==> src/rtl/imem_loader.sv <==
// imem_loader: streams len words into instruction memory from address 0 and holds the core in reset until loaded
// Ports: clk, reset (async, active-high); start/len begin a load; in_data/in_valid/in_ready stream in;
//   mem_we/mem_addr/mem_wdata drive the imem write port (registered); core_hold, busy, done, err report status.
// Optional: define IMEM_LOADER_CHECKSUM_EN to require a trailing XOR checksum word after the data.
module imem_loader #(
  parameter int IW = 9,
  parameter int AW = 8
) (
  input  logic          clk,
  input  logic          reset,
  input  logic          start,
  input  logic [AW:0]   len,
  input  logic [IW-1:0] in_data,
  input  logic          in_valid,
  output logic          in_ready,
  output logic          mem_we,
  output logic [AW-1:0] mem_addr,
  output logic [IW-1:0] mem_wdata,
  output logic          core_hold,
  output logic          busy,
  output logic          done,
  output logic          err
);
  localparam logic [AW:0] DEPTH = {1'b1, {AW{1'b0}}};
`ifdef IMEM_LOADER_CHECKSUM_EN
  typedef enum logic [1:0] {IDLE, LOAD, DONE, CHECK} state_t;
`else
  typedef enum logic [1:0] {IDLE, LOAD, DONE} state_t;
`endif
  state_t state;
  logic [AW:0] count, len_q, nxt;
  logic accept, hs;
`ifdef IMEM_LOADER_CHECKSUM_EN
  logic [IW-1:0] csum;
  assign in_ready = state == LOAD || state == CHECK;
`else
  assign in_ready = state == LOAD;
`endif
  assign accept = start && (state == IDLE || state == DONE);
  assign hs = in_valid && in_ready;
  assign nxt = count + {{AW{1'b0}}, 1'b1};
  always_ff @(posedge clk or posedge reset)
    if (reset) begin
      state <= IDLE;
      mem_we <= 1'b0;
      mem_addr <= '0;
      mem_wdata <= '0;
      core_hold <= 1'b1;
      busy <= 1'b0;
      done <= 1'b0;
      err <= 1'b0;
      count <= '0;
      len_q <= '0;
`ifdef IMEM_LOADER_CHECKSUM_EN
      csum <= '0;
`endif
    end else begin
      mem_we <= 1'b0;
      if (accept) begin
        done <= 1'b0;
        err <= 1'b0;
        core_hold <= 1'b1;
        count <= '0;
        mem_addr <= '0;
        len_q <= len;
`ifdef IMEM_LOADER_CHECKSUM_EN
        csum <= '0;
`endif
        if (len > DEPTH) begin
          err <= 1'b1;
          busy <= 1'b0;
          state <= IDLE;
        end else if (len == '0) begin
`ifdef IMEM_LOADER_CHECKSUM_EN
          busy <= 1'b1;
          state <= CHECK;
`else
          done <= 1'b1;
          core_hold <= 1'b0;
          state <= DONE;
`endif
        end else begin
          busy <= 1'b1;
          state <= LOAD;
        end
      end else if (hs && state == LOAD) begin
        mem_we <= 1'b1;
        mem_addr <= count[AW-1:0];
        mem_wdata <= in_data;
        count <= nxt;
`ifdef IMEM_LOADER_CHECKSUM_EN
        csum <= csum ^ in_data;
        if (nxt == len_q) state <= CHECK;
`else
        // Final write and release land on the same edge, so the core never runs a half-loaded image.
        if (nxt == len_q) begin
          done <= 1'b1;
          core_hold <= 1'b0;
          busy <= 1'b0;
          state <= DONE;
        end
`endif
      end
`ifdef IMEM_LOADER_CHECKSUM_EN
      // The checksum word is consumed but never written.
      else if (hs && state == CHECK) begin
        busy <= 1'b0;
        if (in_data == csum) begin
          done <= 1'b1;
          core_hold <= 1'b0;
          state <= DONE;
        end else begin
          err <= 1'b1;
          state <= IDLE;
        end
      end
`endif
    end
endmodule

==> config.mk <==
export PLATFORM = sky130hd
export DESIGN_NAME = imem_loader
export DESIGN_NICKNAME = d
export VERILOG_FILES = /design/src/rtl/imem_loader.sv
export SDC_FILE = /design/constraint.sdc
export NUM_CORES = 1
export LEC_CHECK = 0
export BUFFER_PORTS_ARGS = -buffer_cell sky130_fd_sc_hd__buf_2
export CAP_MARGIN = 15
export CORE_UTILIZATION = 35
export CTS_CLUSTER_SIZE = 24
export DETAILED_ROUTE_END_ITERATION = 8
export PLACE_DENSITY = 0.59
export SKIP_LAST_GASP = 1
export SYNTH_ARGS = -nofsm -noshare
export SYNTH_HDL_FRONTEND = slang
export SYNTH_SLANG_ARGS = --single-unit
==> constraint.sdc <==
create_clock -name clk -period 1.8 [get_ports clk]
set_input_delay 0.18 -clock clk [delete_from_list [all_inputs] [get_ports clk]]
set_output_delay 0.18 -clock clk [all_outputs]
set_load 0.01 [all_outputs]
Word level (Yosys, flattened, before mapping)
Index checks and enable logic that the tools add are counted.
Widths: inputs -> output; s select.
Word-level totals
  register bits after elaboration: 42
  bits in latches: 0
  word-level logic and storage cells: 53
  bits in writable memories: 0
  output and inout port bits: 23
  memories kept: 0
  ROM bits: 0
Cells by class
  muxes and demuxes: 25
  $lt $le $gt $ge: 1
  equality and inequality tests: 4
  $mul: 0
  reductions and logical operators: 11
  bitwise gates (word level): 1
  $add $sub $neg: 1
  div/mod/pow operators: 0
  shift operators: 0
Operators by type and width (number)
  $mux 9: 2
  $mux 1: 16
  $mux 8: 2
  $mux 2: 5
  $add 9x1->9 const B: 1
  $eq 9x9->1: 1
  $gt 9x9->1 const B: 1
  $logic_not 9->1: 1
  $reduce_and 2->1: 2
  $reduce_bool 2->1: 2
  $logic_and 1x1->1: 3
  $ne 3x3->1 const B: 1
  $reduce_and 3->1: 1
  $eq 2x1->1 const B: 1
  $eq 2x2->1 const B: 1
  $logic_not 2->1: 1
  $logic_or 1x1->1: 1
  $not 1->1: 1

Logic depth before layout (Yosys ltp)
Gate-level depths: netlist of run 1.
  depth after elaboration: 5
  gate-level depth with buffers: 7
  depth with buffers taken out: 7

Least setup slack after synthesis of run 1
OpenSTA, ideal clock, no wires.
  kind: register to register
  start: reg count[0]
  end: reg busy
  stages on the path, launching flop included: 8
  data arrival time: 1.771 ns
  path buffers: 1
  period minus slack after synthesis: 1.894 ns
  setup slack: -0.094 ns
  cell sequence: dfrtp_1 ha_1 buf_2 nand2_1 or3_1 a211oi_2 nand4_1 o221a_1
Between the ends
  longest elaborated chain between the ends: 4
Ends and longest elaborated chain
  start, declared: RTL line 31  | logic [AW:0] count, len_q, nxt;
  start signal, assigned: RTL line 90  | count <= nxt;
  $add 9x1->9: RTL line 41  | assign nxt = count + {{AW{1'b0}}, 1'b1};
  $eq 9x9->1: RTL line 96  | if (nxt == len_q) begin
  $reduce_bool 2->1 (no line)
  $reduce_and 3->1 (no line)
  end signal, assigned: RTL line 49  | busy <= 1'b0;
  end signal, assigned: RTL line 71  | busy <= 1'b0;
  end signal, assigned: RTL line 99  | busy <= 1'b0;
  end, declared: RTL line 20  | output logic busy,
No other way between the ends.
A chain may end at the register's enable or synchronous reset.

Worst setup path after layout of run 1
Same ends and word-level chain as after synthesis.

==> results of run 1 <==
## routing by layer
layer	vias to the layer above	GRT usage	wire [um]	part of all wire
li1	867	-	-	-
met1	805	0.2213	2210	0.49
met2	28	0.2726	2111	0.47
met3	6	0.04000	146	0.032
met4	0	0.05849	48	0.011
met5	-	0	0	0
## sequential cells by signal, indices dropped and copies added (netlist names)
register,flops
mem_wdata,9
done,1
mem_we,1
core_hold,1
state,1
count,9
busy,1
err,1
mem_addr,8
len_q,9
## layout make-up
| class | instances | area, um2 |
|---|---|---|
| Clock inverter | 3 | 17.52 |
| Sequential cell | 41 | 1028 |
| Timing Repair Buffer | 62 | 367.9 |
| Tap cell | 72 | 90.09 |
| Inverter | 4 | 15.01 |
| Fill cell | 559 | 2973 |
| Clock buffer | 5 | 68.82 |
| Multi-Input combinational cell | 172 | 945.9 |
## how the worst max path moves through the flow
stage	startpoint	endpoint	slack, ns	cells past startpoint
floorplan	count[0]	busy	-0.04	7
global placement	count[2]	done	0.04	5
detailed placement	count[2]	done	-0.07	5
CTS	count[1]	busy	0.02	6
global route	count[0]	busy	-0.03	6
finish	count[0]	busy	0.07	6
## worst register-to-register path, cell delays in order (launching register included)
cell and delay (ns):
dfrtp_1 0.40, ha_4 0.18, nand2_4 0.04, or3_4 0.38, a211oi_2 0.17, nand4_1 0.20
o221a_1 0.26
## cell families (layout without fill, tap and decap cells)
| family | Yosys count | after routing | synth area share |
|---|---|---|---|
| compound gates | 38 | 38 | 0.1151 |
| xor+xnor | 13 | 13 | 0.05691 |
| fa+ha+maj | 3 | 3 | 0.01876 |
| buf+inv | 16 | 74 | 0.03752 |
| flops | 41 | 41 | 0.5134 |
| mux | 2 | 2 | 0.01001 |
| simple gates | 116 | 116 | 0.2483 |
## stage by stage
stage / area, um2 / util / hold slack [ns]
final: 2534 / 0.4601 / -0.007107
after detailed placement: 2415 / 0.4385 / 0.3392
after global routing: 2534 / 0.4601 / 0.05849
after CTS: 2511 / 0.4560 / 0.01779
after global placement: 2415 / 0.4385 / 0.3465
after floorplan: 2023 / - / 0.2854
## cell usage in the layout, fill, tap and decap left out, types with 5 or more instances in the layout
master    count
buf_2        44
dfrtp_1      39
nor2_1       14
buf_4        17
a21oi_1       8
clkbuf_8      5
nand2_1      79
o21ai_0      16
xnor2_1       7
xor2_1        6
## report_power, final
group | switching, mW | internal [mW]
Clock | 0.325 | 0.268
Sequential | 0.244 | 1.26
Combinational | 0.879 | 0.734
## repair_timing
action                                  CTS  global route
endpoints found under the setup margin    2             4
pin swaps                                 0             5
resized for setup                         2             7
==> key figures, run 1 <==
Run status
  – Status: finished, violations left
  – Failing checks: hold timing

Timing
  – Final setup fails: 0
  – Unrepaired setup endpoints after global routing: yes
  – Slew Limit Fails: 0
  – Fin Setup TNS: 0 ns
  – Fin crit period: 1.735 ns
  – Fmax: 576.5 MHz
  – Worst-margin pin slew: 0.5228 ns
  – Final hold vios: 12
  – Worst setup margin: 0.06541 ns
  – Slew headroom: 0.6515
  – Fin Hold WS: -0.007107 ns
  – Final worst path period share: 0.9637
  – Clock Skew: 0.008226 ns

Finish
  – Final std cells w/o fill: 359
  – Ant diodes: 0
  – Layout cell share with drive strength beyond 1: 0.2822
  – Area delta synth->final: 26.64%
  – NumNets Final: 311

Floorplanning
  – DIE AREA: approximately 6000 um2
  – Core area: 5507 um2
  – Die width: 77.61 um
  – Std cell rows: 27
  – Die Span Y: 77.61 um
  – Ports: 45
  – Starting Density: 0.3633

Detailed routing
  – Vias/cell: 4.752
  – DRT Pass-1 Iters: 4
  – Number of vias after detailed routing: 1,706
  – DRC viols: 0
  – Routed Wire Length: 4.517 mm
  – Number of DRC markers in iteration 0: 108
  – Post-route ant nets: 0
  – Routed length per instance: 12.58 um

CTS
  – Clk pin slew, worst setup/hold paths: 0.08 ns
  – CTS Root Cell: clkbuf_8
  – Clock Latency Late Sink: 0.30 ns
  – H-tree levels: 2
  – CTS buffer count: 5
  – CTS tree: built
  – Clock sinks: 41
  – CTS Hold Buffers Added: 0
  – Postcts setup bufs: 0
  – Clock tree buffer depth: 2

Place
  – # port buffers: 44
  – Placed insts: 351
  – Dpl hpwl: 3.233 mm
  – Pre-CTS WS: -0.06673 ns
  – Placer Congestion: 0.8626

Critical path
  – CP max stage delay: 0.40 ns
  – Startpoint class of the critical path: flop
  – Max FO, Critical Path: 4
  – Worst r2r path cells: 6
  – R2R Path End: busy
  – CP endpoint kind: flop
  – Slowest cell on crit path: dfrtp_1
  – R2R Setup Slk: approximately 0.065 ns
  – CP Data Arrival Time: around 1.9 ns
  – Worst Setup Path Type: flop to flop
  – FF-to-FF Start: count[0]
  – Critical Path RT: slightly below 2 ns
  – Buf/Inv on CP: 0
  – Cell family with most CP delay: simple AND/OR/NAND/NOR gates
  – Critical path cell sequence: ha_4, nand2_4, or3_4, a211oi_2, nand4_1, o221a_1

Global route
  – Largest net degree at the start of global routing: 42
  – Vias in the first global route: about 1,700
  – Initial antenna violation count: 0
  – Grt ovf: 0
  – Tot GR Track Use: 0.1690
  – First-pass GRT wire length: between 8 and 9 mm

Synthesis
  – Leading cell type by number of instances after synthesis: nand2_1
  – Top cell type by total area after synthesis: dfrtp_1
  – Mapped Cells: between 200 and 250
  – Average size of a mapped cell: about 8.7 um2
  – Fraction of registers with async set/reset: 1.000
  – Largest cells by area after synthesis: dfrtp_1 50%, nand2_1 15%, o21ai_0 5.0%
  – Most common library cells after synthesis: 80 x nand2_1, 40 x dfrtp_1, 20 x o21ai_0, 14 x nor2_1, 8 x a21oi_1
  – Post-synthesis sequential area ratio: 0.5134
  – Register bit count reported by yosys: 41
  – Synth Flop Type: dfrtp_1
  – Post-synth EDFFs: 0
  – Cell Area, Synth: ~2000 um2
  – Synth warn: 0
  – Post-synth top area share: 0.5003
  – Library cells used by synthesis: 35
  – Total nets after synthesis: about 250

Power
  – Peak supply drop: 729.4 uV
  – Pwr Total: 3.710 mW
  – Power Density: 1464 nW/um2
  – Leak: 1.262 nW

Hold path
  – Hold Crit Class: input port to asynchronous set/reset pin

Run
  – Max-cap violations: 0
Power figures use the tool's default switching activity.
==> inputs of run 2 (changes only) <==
--- a/config.mk
+++ b/config.mk
@@ -7,10 +7,11 @@
 export LEC_CHECK = 0
 export BUFFER_PORTS_ARGS = -buffer_cell sky130_fd_sc_hd__buf_2
 export CAP_MARGIN = 15
-export CORE_UTILIZATION = 35
+export CORE_UTILIZATION = 25
+export CTS_BUF_LIST = sky130_fd_sc_hd__clkbuf_8
 export CTS_CLUSTER_SIZE = 24
 export DETAILED_ROUTE_END_ITERATION = 8
-export PLACE_DENSITY = 0.59
+export PLACE_DENSITY = 0.46
 export SKIP_LAST_GASP = 1
 export SYNTH_ARGS = -nofsm -noshare
 export SYNTH_HDL_FRONTEND = slang
==> run 2 against run 1 <==
The flow now finishes without violations. Fmax shrank 1.3%. Cell count grew 7.8%. Critical path depth unchanged. Non-clock buffer count shrank 2. Total power is 0.34% lower. Clock skew decreased by 0.0015 ns. Combinational power about the same. Critical endpoint unchanged. Highest routed layer unchanged.
==> key figures, run 2 (synthesis gave the netlist of run 1 again) <==
Run
  – Max-cap violations: 0 (unchanged)

Detailed routing
  – DRT Pass-1 Iters: 4 (unchanged)
  – Routed Wire Length: 4.925 mm (+9.0%)
  – Post-route ant nets: 0 (unchanged)
  – Number of DRC markers in iteration 0: 44 (-59%)
  – Vias/cell: 4.344 (-8.6%)
  – DRC viols: 0 (unchanged)
  – Routed length per instance: 12.73 um (+1.1%)
  – Number of vias after detailed routing: 1,681 (-1.5%)

CTS
  – CTS Root Cell: clkbuf_8
  – Clock tree buffer depth: 2 (unchanged)
  – CTS buffer count: 5 (unchanged)
  – Clock sinks: 41 (unchanged)
  – Clk pin slew, worst setup/hold paths: 0.08 ns (about the same)
  – H-tree levels: 2 (unchanged)
  – CTS Hold Buffers Added: 0 (unchanged)
  – Clock Latency Late Sink: 0.29 ns (about the same)
  – CTS tree: built

Critical path
  – Worst Setup Path Type: flop to flop
  – Critical Path RT: 1.99 ns (about the same)
  – CP Launch Point: count[1]
  – CP max stage delay: 0.39 ns (about the same)
  – CP Data Arrival Time: 1.94 ns (+0.02 ns)
  – R2R Setup Slk: 0.04 ns (-0.02 ns)
  – Startpoint class of the critical path: flop
  – Max FO, Critical Path: 4 (unchanged)
  – Critical path cell sequence: ha_4, nand2_4, or3_4, a211oi_2, nand4_1, o221a_1
  – Slowest cell on crit path: dfrtp_1
  – CP endpoint kind: flop
  – Worst r2r path cells: 6 (unchanged)
  – FF-to-FF Start: count[1]
  – R2R Path End: busy

Finish
  – Area delta synth->final: 27.70%
  – Design Area, Final: 2555 um2 (+0.84%)
  – Ant diodes: 0 (unchanged)
  – NumNets Final: 309 (-0.64%)
  – Most frequent cells in the layout: 79 x nand2_1, 44 x buf_2, 39 x dfrtp_1
  – Layout cell share with drive strength beyond 1: 0.2772 (-0.005037)
  – Top flop regs: count x9, len_q x9, mem_wdata x9
  – Most common cell after layout, fill and taps aside: nand2_1

Power
  – Peak supply drop: 445.2 uV (-39%)
  – Power Density: 1447 nW/um2 (-1.2%)
  – Pwr Total: 3.697 mW (-0.34%)
  – Leak: 1.262 nW (about the same)

Place
  – # port buffers: 44 (unchanged)
  – Placed Area: 2437 um2 (+0.93%)
  – Dpl hpwl: 3.534 mm (+9.3%)
  – Placer Congestion: 0.7584 (-12%)

Timing
  – Slew headroom: 0.6501 (-0.001395)
  – Slew Limit Fails: 0 (unchanged)
  – Final hold vios: 0 (-12)
  – Clock Skew: 0.006760 ns (-0.001466 ns)
  – Worst-margin pin slew: 0.5249 ns (+0.002094 ns)
  – Fmax: 569.3 MHz (-1.3%)
  – Unrepaired setup endpoints after global routing: yes
  – Final setup fails: 0 (unchanged)
  – Fin crit period: 1.757 ns (+0.02205 ns)
  – Final worst path period share: 0.9759 (+0.01225)

Global route
  – Initial antenna violation count: 0 (unchanged)
  – First-pass GRT wire length: 7.941 mm (-0.79%)
  – Largest net degree at the start of global routing: 42 (unchanged)
  – Tot GR Track Use: 0.1222 (-0.04679)
  – Grt ovf: 0 (unchanged)
  – Vias in the first global route: 1,631 (-4.6%)

Run status
  – Status: finished clean

Floorplanning
  – Std cell rows: 32 (+19%)
  – Die width: 91.46 um (+18%)
  – Ports: 45 (unchanged)
  – Starting Density: 0.2589 (-0.1044)
  – DIE AREA: 8364 um2 (+39%)
  – Core area: 7727 um2 (+40%)
  – Die Span Y: 91.46 um (+18%)

Hold path
  – Hold Crit Class: input port to asynchronous set/reset pin
## run 2: cell type report
cell class,instances,area [um2]
clock buffer,5,68.82
clock inverter,3,13.76
fill,838,5172
inverter,4,15.01
multi-input combinational,172,948.4
sequential,41,1028
tap,102,127.6
timing repair buffer,60,352.8
## run 2: how the worst max path moves through the flow
stage,endpoint,slack (ns),cells after the start
after detailed placement,busy,-0.02,6
after CTS,busy,0.02,6
after global placement,busy,0.04,5
after global routing,busy,-0.06,6
after floorplan,busy,-0.04,7
final,busy,0.04,6
## run 2: routing by layer
| metal | share of wire | GRT usage | wire length (um) | vias to the layer above |
|---|---|---|---|---|
| li1 | - | - | - | 860 |
| met1 | 0.47 | 0.1543 | 2327 | 787 |
| met2 | 0.48 | 0.2068 | 2370 | 27 |
| met3 | 0.029 | 0.01843 | 143 | 7 |
| met4 | 0.017 | 0.05159 | 83 | 0 |
| met5 | 0 | 0 | 0 | - |
## run 2: worst max-delay path: cells and delay by family, from the launching register on
kind	cells	cell delay [ns]
AOI/OAI and AO/OA	2	0.45
adders and majority gates	1	0.18
DFF	1	0.39
and+or+nand+nor	3	0.63
## run 2: report_power, final
group / leakage (nW) / internal (mW) / switching (mW) / total (mW)
combinational: 0.695 / 0.716 / 0.881 / 1.60
clock: 0.0491 / 0.263 / 0.322 / 0.586
sequential: 0.518 / 1.26 / 0.255 / 1.51
## run 2: metrics by stage
stage	hold WS [ns]	std cells	TNS, ns	setup WS, ns	util
after floorplan	0.2854	229	-0.03896	-0.03896	-
after CTS	0.02392	387	0	0.02216	0.3276
final	0.007146	387	0	0.04336	0.3306
after global placement	0.3550	379	0	0.03530	0.3154
after detailed placement	0.3482	379	-0.01568	-0.01568	0.3154
after global routing	0.06117	387	-0.1139	-0.06217	0.3306
## run 2: repair_timing
item | in CTS | in global routing
endpoints found under the setup margin | 2 | 4
gates resized for setup | 2 | 6
setup buffers | 0 | 0
pin swaps | 1 | 2
==> inputs of run 3 (changes only) <==
--- a/config.mk
+++ b/config.mk
@@ -5,13 +5,14 @@
 export SDC_FILE = /design/constraint.sdc
 export NUM_CORES = 1
 export LEC_CHECK = 0
+export ABC_CLOCK_PERIOD_IN_PS = 1800
 export BUFFER_PORTS_ARGS = -buffer_cell sky130_fd_sc_hd__buf_2
 export CAP_MARGIN = 15
-export CORE_UTILIZATION = 25
+export CORE_UTILIZATION = 45
 export CTS_BUF_LIST = sky130_fd_sc_hd__clkbuf_8
 export CTS_CLUSTER_SIZE = 24
 export DETAILED_ROUTE_END_ITERATION = 8
-export PLACE_DENSITY = 0.46
+export PLACE_DENSITY = 0.72
 export SKIP_LAST_GASP = 1
 export SYNTH_ARGS = -nofsm -noshare
 export SYNTH_HDL_FRONTEND = slang
==> run 3 against run 2 <==
Global-route usage rose by 8.0 points. Clock power rose by 1%. Fmax fell by 0.59%. Via count fell by 1.7%. Register-to-register slack barely moved. Total power fell by 0.26%. Final area fell by 2.4%. Wire length fell by 13%. Clock skew fell by 0.0023 ns. Flip-flop and latch count did not move. Sequential share of layout area rose by 0.97 points.
==> key figures, run 3 (synthesis gave the netlist of run 1 again) <==
Power
  – Pwr Total: 3.687 mW (-0.26%)
  – Sw Pwr: 1.415 mW (-3.0%)
  – Clock power share: 0.161 (+0.003)
  – Switch share: 0.3836 (-0.01084)
  – Peak supply drop: 758.7 uV (+70%)
  – Leak: 1.251 nW (-0.83%)
  – Power Density: 1478 nW/um2 (+2.1%)
  – Internal: 2.273 mW (+1.5%)
  – Reg power frac: 0.410 (about the same)
  – Combinational fraction of design power: 0.429 (-0.003)

Place
  – Placed Area: 2365 um2 (-3.0%)
  – Dpl hpwl: 3.063 mm (-13%)
  – Placer Congestion: 0.8681 (+14%)
  – # port buffers: 44 (unchanged)
  – Placed insts: 326 (-14%)

Global route
  – Tot GR Track Use: 0.2025 (+0.08034)
  – Vias in the first global route: 1,484 (-9.0%)
  – Largest net degree at the start of global routing: 42 (unchanged)
  – Initial antenna violation count: 0 (unchanged)
  – First-pass GRT wire length: 6.934 mm (-13%)
  – Grt ovf: 0 (unchanged)

Timing
  – Fmax: 565.9 MHz (-0.59%)
  – Fin Hold WS: 0.009260 ns (+0.002115 ns)
  – Final setup fails: 0 (unchanged)
  – Unrepaired setup endpoints after global routing: yes
  – Fin crit period: 1.767 ns (+0.01035 ns)
  – Final hold vios: 0 (unchanged)
  – Worst-margin pin slew: 0.5096 ns (-0.01527 ns)
  – Final worst path period share: 0.9817 (+0.005751)
  – Slew Limit Fails: 0 (unchanged)
  – Slew headroom: 0.6603 (+0.01018)
  – Clock Skew: 0.004489 ns (-0.002270 ns)

Critical path
  – CP Data Arrival Time: 1.94 ns (about the same)
  – CP endpoint kind: flop
  – R2R Setup Slk: 0.03 ns (about the same)
  – Startpoint class of the critical path: flop
  – Max FO, Critical Path: 5 (+1)
  – Critical Path RT: 1.98 ns (about the same)
  – Worst r2r path cells: 6 (unchanged)
  – Worst Setup Path Type: flop to flop
  – R2R Path End: busy
  – FF-to-FF Start: count[0]

Floorplanning
  – Std cell rows: 23 (-28%)
  – Core area: 4144 um2 (-46%)
  – Die Span Y: 68.68 um (-25%)
  – Ports: 45 (unchanged)
  – Starting Density: 0.4828 (+0.2239)
  – DIE AREA: 4716 um2 (-44%)
  – Die width: 68.68 um (-25%)

Finish
  – Final std cells w/o fill: 333 (-14%)
  – Layout cell share with drive strength beyond 1: 0.2827 (+0.005493)
  – Fin util: 0.6021 (+0.2714)
  – Area delta synth->final: 24.70%
  – Most common cell after layout, fill and taps aside: nand2_1
  – Top flop regs: count x9, len_q x9, mem_wdata x9
  – Ant diodes: 0 (unchanged)
  – Design Area, Final: 2495 um2 (-2.4%)
  – Most frequent cells in the layout: 79 x nand2_1, 44 x buf_2, 39 x dfrtp_1
  – # fillers: 383 (-54%)
  – NumNets Final: 308 (-0.32%)

Detailed routing
  – DRC viols: 0 (unchanged)
  – Number of vias after detailed routing: 1,653 (-1.7%)
  – Vias/cell: 4.964 (+14%)
  – Routed Wire Length: 4.290 mm (-13%)
  – DRT Pass-1 Iters: 4 (unchanged)
  – Post-route ant nets: 0 (unchanged)
  – Routed length per instance: 12.88 um (+1.2%)
  – Number of DRC markers in iteration 0: 103 (+130%)

CTS
  – Clock tree buffer depth: 2 (unchanged)
  – CTS buffer count: 5 (unchanged)
  – Clk pin slew, worst setup/hold paths: 0.07 ns (about the same)
  – Clock sinks: 41 (unchanged)
  – CTS tree: built
  – Clock Latency Late Sink: 0.29 ns (about the same)
  – H-tree levels: 2 (unchanged)
  – CTS Root Cell: clkbuf_8
  – Postcts setup bufs: 0 (unchanged)
  – CTS Hold Buffers Added: 0 (unchanged)

Run
  – Max-cap violations: 0 (unchanged)

Run status
  – Status: finished clean

Hold path
  – Hold Crit Class: input port to asynchronous set/reset pin
[run 3: per-stage QoR]
step / setup slack [ns] / setup TNS [ns]
after floorplan: -0.03896 / -0.03896
after global placement: 0.08232 / 0
after detailed placement: -0.002509 / -0.002509
after CTS: 0.0007534 / 0
after global routing: -0.06856 / -0.1260
final: 0.03301 / 0
[run 3: worst max-delay path: stages (launching register included)]
cell     delay, ns
dfrtp_1       0.41
buf_4         0.17
and3_2        0.24
and2_4        0.17
nor4_4        0.35
nor2_1        0.09
o221a_1       0.22
[run 3: layer usage]
layer | GRT usage | vias up | part of all wire
met3 | 0.02961 | 5 | 0.024
met1 | 0.2918 | 762 | 0.50
met4 | 0.08073 | 0 | 0.014
met2 | 0.3039 | 26 | 0.46
li1 | - | 860 | -
met5 | 0 | - | 0
[run 3: layout make-up]
class / instances / area (um2) / share of cell area
Timing Repair Buffer: 59 / 345.3 / 0.1384
Inverter: 4 / 15.01 / 0.006018
Clock buffer: 6 / 82.58 / 0.03310
Sequential cell: 41 / 1028 / 0.4122
Tap cell: 50 / 62.56 / 0.02508
Clock inverter: 1 / 7.507 / 0.003009
Multi-Input combinational cell: 172 / 953.4 / 0.3821
[run 3: what timing repair did]
action,CTS,global route
setup endpoints to repair,1,4
pin swaps,0,6
resized for setup,1,9
[run 3: how the worst max path moves through the flow]
stage           end  startpoint  slack (ns)
5_1_grt        busy    count[0]       -0.07
6_report       busy    count[0]        0.03
2_1_floorplan  busy    count[0]       -0.04
4_1_cts        busy    count[0]      0.0008
3_5_place_dp   busy    count[2]      -0.003
3_3_place_gp   busy    count[1]        0.08
[run 3: power by group through the flow]
stage | clock network [mW] | registers (mW) | logic [mW]
global placement | 0 | 1.51 | 1.51
global route | 0.645 | 1.56 | 1.78
CTS | 0.617 | 1.50 | 1.54
detailed placement | 0 | 1.51 | 1.54
floorplan | 0 | 1.56 | 0.948
finish | 0.594 | 1.51 | 1.58
